## src/rtl/if_fetch_stage.sv

```systemverilog
// Instruction-fetch stage: owns the PC, drives the ROM address and registers the fetched word.
// Optional IF_EARLY_JUMP_EN: resolve j/jal targets in the fetch cycle instead of waiting for a redirect.
module if_fetch_stage #(
    parameter logic [31:0] RESET_PC  = 32'h0000_0000,
    parameter int          ROM_WORDS = 32
) (
    input  logic        clk,
    input  logic        rst,
    input  logic        start,
    input  logic        stall,
    input  logic        redirect,
    input  logic [31:0] redirect_pc,
    input  logic [31:0] inst,
    output logic [31:0] addr,
    output logic [31:0] if_inst,
    output logic [31:0] if_pc,
    output logic [31:0] if_pc4,
    output logic        if_valid,
    output logic        halted,
    output logic        addr_err
);

    localparam logic [31:0] ROM_BYTES = 32'(ROM_WORDS) << 2;

    typedef enum logic [1:0] {
        S_IDLE,
        S_RUN,
        S_HALT
    } state_t;

    state_t      r_state;
    logic [31:0] r_pc;
    logic [31:0] r_if_inst;
    logic [31:0] r_if_pc;
    logic [31:0] r_if_pc4;
    logic        r_if_valid;
    logic        r_halted;
    logic        r_addr_err;

    logic [31:0] w_pc4;
    logic [31:0] w_next_pc;
    logic [31:0] w_redirect_tgt;
    logic        w_pc_in_range;
    logic        w_tgt_in_range;

    assign w_pc4          = r_pc + 32'd4;
    assign w_redirect_tgt = redirect_pc & ~32'd3;
    assign w_pc_in_range  = (r_pc < ROM_BYTES);
    assign w_tgt_in_range = (w_redirect_tgt < ROM_BYTES);

    always_comb begin
        w_next_pc = w_pc4;
`ifdef IF_EARLY_JUMP_EN
        if (inst[31:26] == 6'b000010 || inst[31:26] == 6'b000011) begin
            w_next_pc = {w_pc4[31:28], inst[25:0], 2'b00};
        end
`else
        w_next_pc = w_pc4;
`endif
    end

    always_ff @(posedge clk) begin
        if (rst) begin
            r_state    <= S_IDLE;
            r_pc       <= RESET_PC;
            r_if_inst  <= '0;
            r_if_pc    <= '0;
            r_if_pc4   <= '0;
            r_if_valid <= 1'b0;
            r_halted   <= 1'b0;
            r_addr_err <= 1'b0;
        end else begin
            case (r_state)
                S_IDLE: begin
                    r_if_valid <= 1'b0;
                    if (start) begin
                        r_state <= S_RUN;
                    end
                end
                S_RUN: begin
                    // Redirect flushes even under stall; the range check only runs on a fetch that would capture.
                    if (redirect) begin
                        r_pc       <= w_redirect_tgt;
                        r_if_valid <= 1'b0;
                    end else if (stall) begin
                        r_pc <= r_pc;
                    end else if (!w_pc_in_range) begin
                        r_addr_err <= 1'b1;
                        r_if_valid <= 1'b0;
                        r_halted   <= 1'b1;
                        r_state    <= S_HALT;
                    end else begin
                        r_if_inst  <= inst;
                        r_if_pc    <= r_pc;
                        r_if_pc4   <= w_pc4;
                        r_if_valid <= 1'b1;
                        r_pc       <= w_next_pc;
                    end
                end
                S_HALT: begin
                    r_if_valid <= 1'b0;
                    if (redirect) begin
                        r_pc <= w_redirect_tgt;
                        if (w_tgt_in_range) begin
                            r_halted <= 1'b0;
                            r_state  <= S_RUN;
                        end
                    end
                end
                default: begin
                    r_state    <= S_IDLE;
                    r_if_valid <= 1'b0;
                    r_halted   <= 1'b0;
                end
            endcase
        end
    end

    assign addr     = r_pc;
    assign if_inst  = r_if_inst;
    assign if_pc    = r_if_pc;
    assign if_pc4   = r_if_pc4;
    assign if_valid = r_if_valid;
    assign halted   = r_halted;
    assign addr_err = r_addr_err;

endmodule

```

## config.mk

```make
export PLATFORM = sky130hd
export DESIGN_NAME = if_fetch_stage
export DESIGN_NICKNAME = d
export VERILOG_FILES = /design/src/rtl/if_fetch_stage.sv
export SDC_FILE = /design/constraint.sdc
export NUM_CORES = 1
export LEC_CHECK = 0
export ABC_CLOCK_PERIOD_IN_PS = 3900
export CELL_PAD_IN_SITES_DETAIL_PLACEMENT = 1
export CELL_PAD_IN_SITES_GLOBAL_PLACEMENT = 1
export CORE_ASPECT_RATIO = 1.4
export CORE_MARGIN = 3
export CORE_UTILIZATION = 33
export CTS_CLUSTER_SIZE = 12
export DETAILED_ROUTE_END_ITERATION = 10
export PLACE_DENSITY = 0.93
export SYNTH_ARGS = -nofsm -noshare
export SYNTH_HDL_FRONTEND = slang
export SYNTH_SLANG_ARGS = --single-unit
```

## constraint.sdc

```tcl
create_clock -name clk -period 3.9 [get_ports clk]
set_input_delay 0.585 -clock clk [delete_from_list [all_inputs] [get_ports clk]]
set_output_delay 0.585 -clock clk [all_outputs]
set_load 0.01 [all_outputs]
```

After elaboration in Yosys (flattened, before gate mapping)
Index checks and enable logic that the tools add are counted.
{ "totals": {"input_bits": 69, "output_inout_bits": 131, "reg_bits": 133} }
{ "classes": {"add_sub_neg": 1, "eq_ne": 10, "bitwise": 5, "n_mux": 19, "n_lt_le_gt_ge": 2, "n_reduce_logical": 8} }
{ "op_table": {"columns": ["op", "count"], "rows": [
  ["$mux 32", 4],
  ["$lt 32x8->1 const B", 2],
  ["$pmux 32 s2", 1],
  ["$add 32x3->32 const B", 1],
  ["$mux 2", 6],
  ["$ne 2x2->1 const B", 6],
  ["$reduce_and 4->1", 3],
  ["$reduce_and 6->1", 2],
  ["$mux 1", 6],
  ["$ne 3x3->1 const B", 2],
  ["$pmux 2 s3", 1],
  ["$not 1->1", 5],
  ["$pmux 1 s3", 1],
  ["$reduce_or 3->1", 1],
  ["$eq 2x1->1 const B", 1],
  ["$eq 2x2->1 const B", 1],
  ["$logic_not 2->1", 1],
  ["$reduce_bool 2->1", 1]
]} }

Depth between registers and ports, before layout
{ "depth": {"ltp_word": 5, "mapped_depth": 8} }

Worst setup path after synthesis
No wires, ideal clock.
{ "synth_timing": {"path_kind": "in2reg", "start": "input port redirect", "end": "register r_if_pc4[17] (netlist: if_pc4[17])", "arrival_time_ns": 1.709, "path_slack_ns": 2.076, "required_time_ns": 3.785, "path_buffers": 2, "stages": 7, "path_cell_list": "or3b_1 nor2_1 and3_2 nor2_2 buf_6 buf_2 and2_1"} }
{ "synth_via": {"elab_chain_len": 2} }
{ "synth_lines": {"columns": ["element", "line_no", "text"], "rows": [
  ["start: declaration", "11", "input logic redirect,"],
  ["$not 1->1 (no line)", null, null],
  ["$reduce_and 4->1 (no line)", null, null],
  ["end signal: assignment", "95", "r_if_pc4 <= w_pc4;"],
  ["end: declaration", "35", "logic [31:0] r_if_pc4;"]
]} }
No other way between the ends.
A chain may end at the register's enable or synchronous reset.

Final worst setup path
{ "layout_timing": {"start": "register r_pc[7] (netlist: addr[7])", "end": "register r_if_pc4[4] (netlist: if_pc4[4])"} }
{ "layout_via": {"elab_chain_len": 2} }
{ "layout_lines": {"columns": ["element", "line_no", "text"], "rows": [
  ["start: declaration", "32", "logic [31:0] r_pc;"],
  ["start signal: assignment", "83", "r_pc <= w_redirect_tgt;"],
  ["start signal: assignment", "86", "r_pc <= r_pc;"],
  ["start signal: assignment", "97", "r_pc <= w_next_pc;"],
  ["$lt 32x8->1", "48", "assign w_pc_in_range = (r_pc < ROM_BYTES);"],
  ["$reduce_and 4->1 (no line)", null, null]
]} }
No other way between the ends.

==> metrics.md <==
| Metric | Value |
|---|---|
| Status | completed |
| Ys flop type | dfxtp_1 |
| Slew Limit Fails | 0 |
| Min setup slack post-route | between 1 and 1.5 ns |
| Gr usage total | between 20% and 30% |
| Sw Ratio | ~25% |
| Arrival @ worst endpoint | ~2.8 ns |
| Comb pwr share | roughly an eighth |
| Internal Power | between 2 and 3 mW |
| Share of post-route cells with drive strength above 1 | about 6% |
| DRT iter0 DRCs | roughly 140 |
| Minimum clock period after layout | about 2.4 ns |
| Row cnt | 53 |
| CTS tree | built |
| Hold Path Class | flip-flop to flip-flop |
| Max Cap Viol | 0 |
| Post-synth EDFFs | 0 |
| Share of power burned in the clock network | around 48% |
| Core ar. | around 15000 sq um |
| CTS H-Tree Depth | 4 |
| Full die area | between 15000 and 20000 sq um |
| Part of the Yosys area used for sequential elements | about 50% |
| Grt met3 use | around 4.4% |
| DP Worst Slack | between 1 and 1.5 ns |
| Layout area overhead | 50.82% |
| Drt via density | approximately 5.1 |
| Max_slew headroom | approximately three fifths |
| Initial Util | about a third |
| Final Skew | ~0.009 ns |
| Clock-pin slew on the worst setup and hold paths | about 0.060 ns |
| CTS Buffer Depth | 2 |
| First-pass GRT wire length | about 28000 microns |
| Dpl hpwl | about 12000 microns |
| Commonest non-fill, non-tap cell in the layout | clkdlybuf4s50_1 |
| CTS buffer count | 17 |
| Skew-Pair Late Insertion Delay | slightly above 0.4 ns |
| Routability cong. | 0.8092 |
| Port Buffers | 191 |
| Cts repair resizes | 0 |
| Vias post-DR | 5059 |
| Peak Freq | approximately 0.4 GHz |
| Final period utilization | a little over three fifths |
| Largest net degree at the start of global routing | 50 |
| Req. time, crit path | approximately 4.2 ns |
| Cells after Synth | slightly above 600 |
| GR peak layer | met2 |
| Routed wire length | about 17000 microns |
| Worst Tran Pin Value | just over 0.6 ns |
| Power density over the cells | ~440 nW/um^2 |
| Most frequent cells in the layout | 190 x clkdlybuf4s50_1, 127 x dfxtp_1, 124 x nand2_1 |
| Final Hold Fails | 0 |
| Synth Cell Area | roughly 5100 sq um |
| Clk Tree Root Cell | clkbuf_16 |
| Met2 usage | between 30% and 40% |
| Initial antenna violation count | 0 |
| Worst VDD drop | ~250 uV |
| Number of global-route vias before repair | 5339 |
| Flop pwr share | 40.4% |
| Detailed Routing Iterations Pass 1 | 5 |
| Final ANT Viol Nets | 0 |
| Crit. End Element | flip-flop |
| Lkg Pwr | ~2.7 nW |
| Ports | 200 |
| Setup TNS Final | 0 ns |
| Wire per inst | 17.57 microns |
| Final #Nets | 857 |
| Mean post-synth cell area | ~8.3 sq um |
| DRC viols | 0 |
| Post-synthesis register bit count | around 130 |
| CTS Hold Bufs | 0 |
| Antenna cells | 0 |
| Setup Buffers After CTS | 0 |
| GR Overflow Total | 0 |
| Clock Sinks | around 130 |
| Met1 Use GR | between 20 and 25% |
| Die Ht | approximately 150 microns |
| Synth warnings | 0 |
| Crit Path Class | flip-flop to flip-flop |
| Post-synth cell types | 48 |
| Final setup vio count | 0 |
| Async S/R FF share, synth | 0% |
| Die X | roughly 110 microns |
| P_sw | between 800 and 900 uW |
| CP Launch Type | flip-flop |
| RSZ-0062 raised after global routing | no |
| Crit path max fanout | 32 |
==> metrics by stage <==
| step | hold WS [ns] | cell area, sq um | cells | utilization [%] | power [mW] |
|---|---|---|---|---|---|
| after floorplan | 0.4761 | 5105 | 616 | - | 1.613 |
| after global placement | 0.4371 | 7064 | 960 | 46.93 | 1.798 |
| after detailed placement | 0.4453 | 7064 | 960 | 46.93 | 1.808 |
| after CTS | 0.4544 | 7671 | 991 | 50.96 | 3.453 |
| after global routing | 0.4672 | 7671 | 991 | 50.96 | 3.560 |
| final | 0.4539 | 7671 | 991 | 50.96 | 3.407 |
==> logic make-up after synthesis <==
kind of cell             Yosys count  synth area share, %
flip-flops                       127                49.99
AO/OA/AOI/OAI                    159                18.35
XOR/XNOR                           3               0.5167
multiplexers                       1               0.1968
AND/OR/NAND/NOR                  265                24.95
adder cells (fa/ha/maj)            1               0.2460
other                              1              0.07373
buffers and inverters             54                5.683
==> layout make-up <==
cell class / count / area [sq um]
clock inverters: 14 / 181.4
flip-flops and latches: 127 / 2542
fillers: 1743 / 7382
well taps: 192 / 240.2
inverters: 3 / 11.26
repair buffers: 203 / 1997
clock buffers: 17 / 425.4
multi-input cells: 435 / 2273
==> power by group through the flow <==
stage	clock [mW]	sequential, mW	combinational (mW)
global placement	0	1.40	0.394
floorplan	0	1.41	0.204
finish	1.63	1.38	0.404
global route	1.73	1.38	0.445
detailed placement	0	1.40	0.404
CTS	1.67	1.38	0.407
==> worst max-delay path, cell delays in order, from the launching register on <==
cell and delay [ns]:
dfxtp_1 0.40, nor4_1 0.31, and4_1 0.44, and3_2 0.49, buf_4 0.40, nor2_1 0.07
a311oi_1 0.24
==> final timing paths <==
path	start	to	slack [ns]	cells past startpoint
worst min-delay path	if_inst[10]	if_inst[10]	0.45	2
worst min register to register	if_inst[10]	if_inst[10]	0.45	2
worst max-delay path	addr[7]	if_pc4[4]	1.46	6
worst max register to register	addr[7]	if_pc4[4]	1.46	6
==> Yosys cell counts, types with 2 or more instances <==
cell type  count  area [sq um]
o21ai_0       17         85.08
a311oi_1       2         17.52
and3_1         5         31.28
dfxtp_1      127          2542
buf_4          7         52.55
nand2_1      124         465.5
a22oi_1        7         52.55
and2_1        50         312.8
nor2b_1        3         18.77
o211ai_1       2         15.01
o31ai_1        6         45.04
nand3_1       27         135.1
nor3_1         3         15.01
a22o_1        15         131.4
a21oi_1       96         480.5
o41ai_1        3         26.28
clkbuf_1      30         112.6
a211oi_1       4         30.03
buf_6          7         78.83
buf_2          6         30.03
xnor2_1        2         17.52
inv_1          2         7.510
and4_1         3         26.28
nand2b_1       5         31.28
nor2_1        24         90.09
o22ai_1        2         12.51
nor4_1        11         68.82
==> state kept, by name (all words and copies together) (netlist names) <==
register and count:
if_valid 1, halted 1, if_pc 30, if_pc4 30, if_inst 32, addr 30
r_state 2, addr_err 1
==> per-layer routing <==
layer | vias up | wire, microns
li1 | 2432 | -
met1 | 2463 | 7074
met2 | 140 | 9265
met3 | 24 | 625
met4 | 0 | 444
met5 | - | 0
No activity file was read; power rests on OpenSTA's default activity.
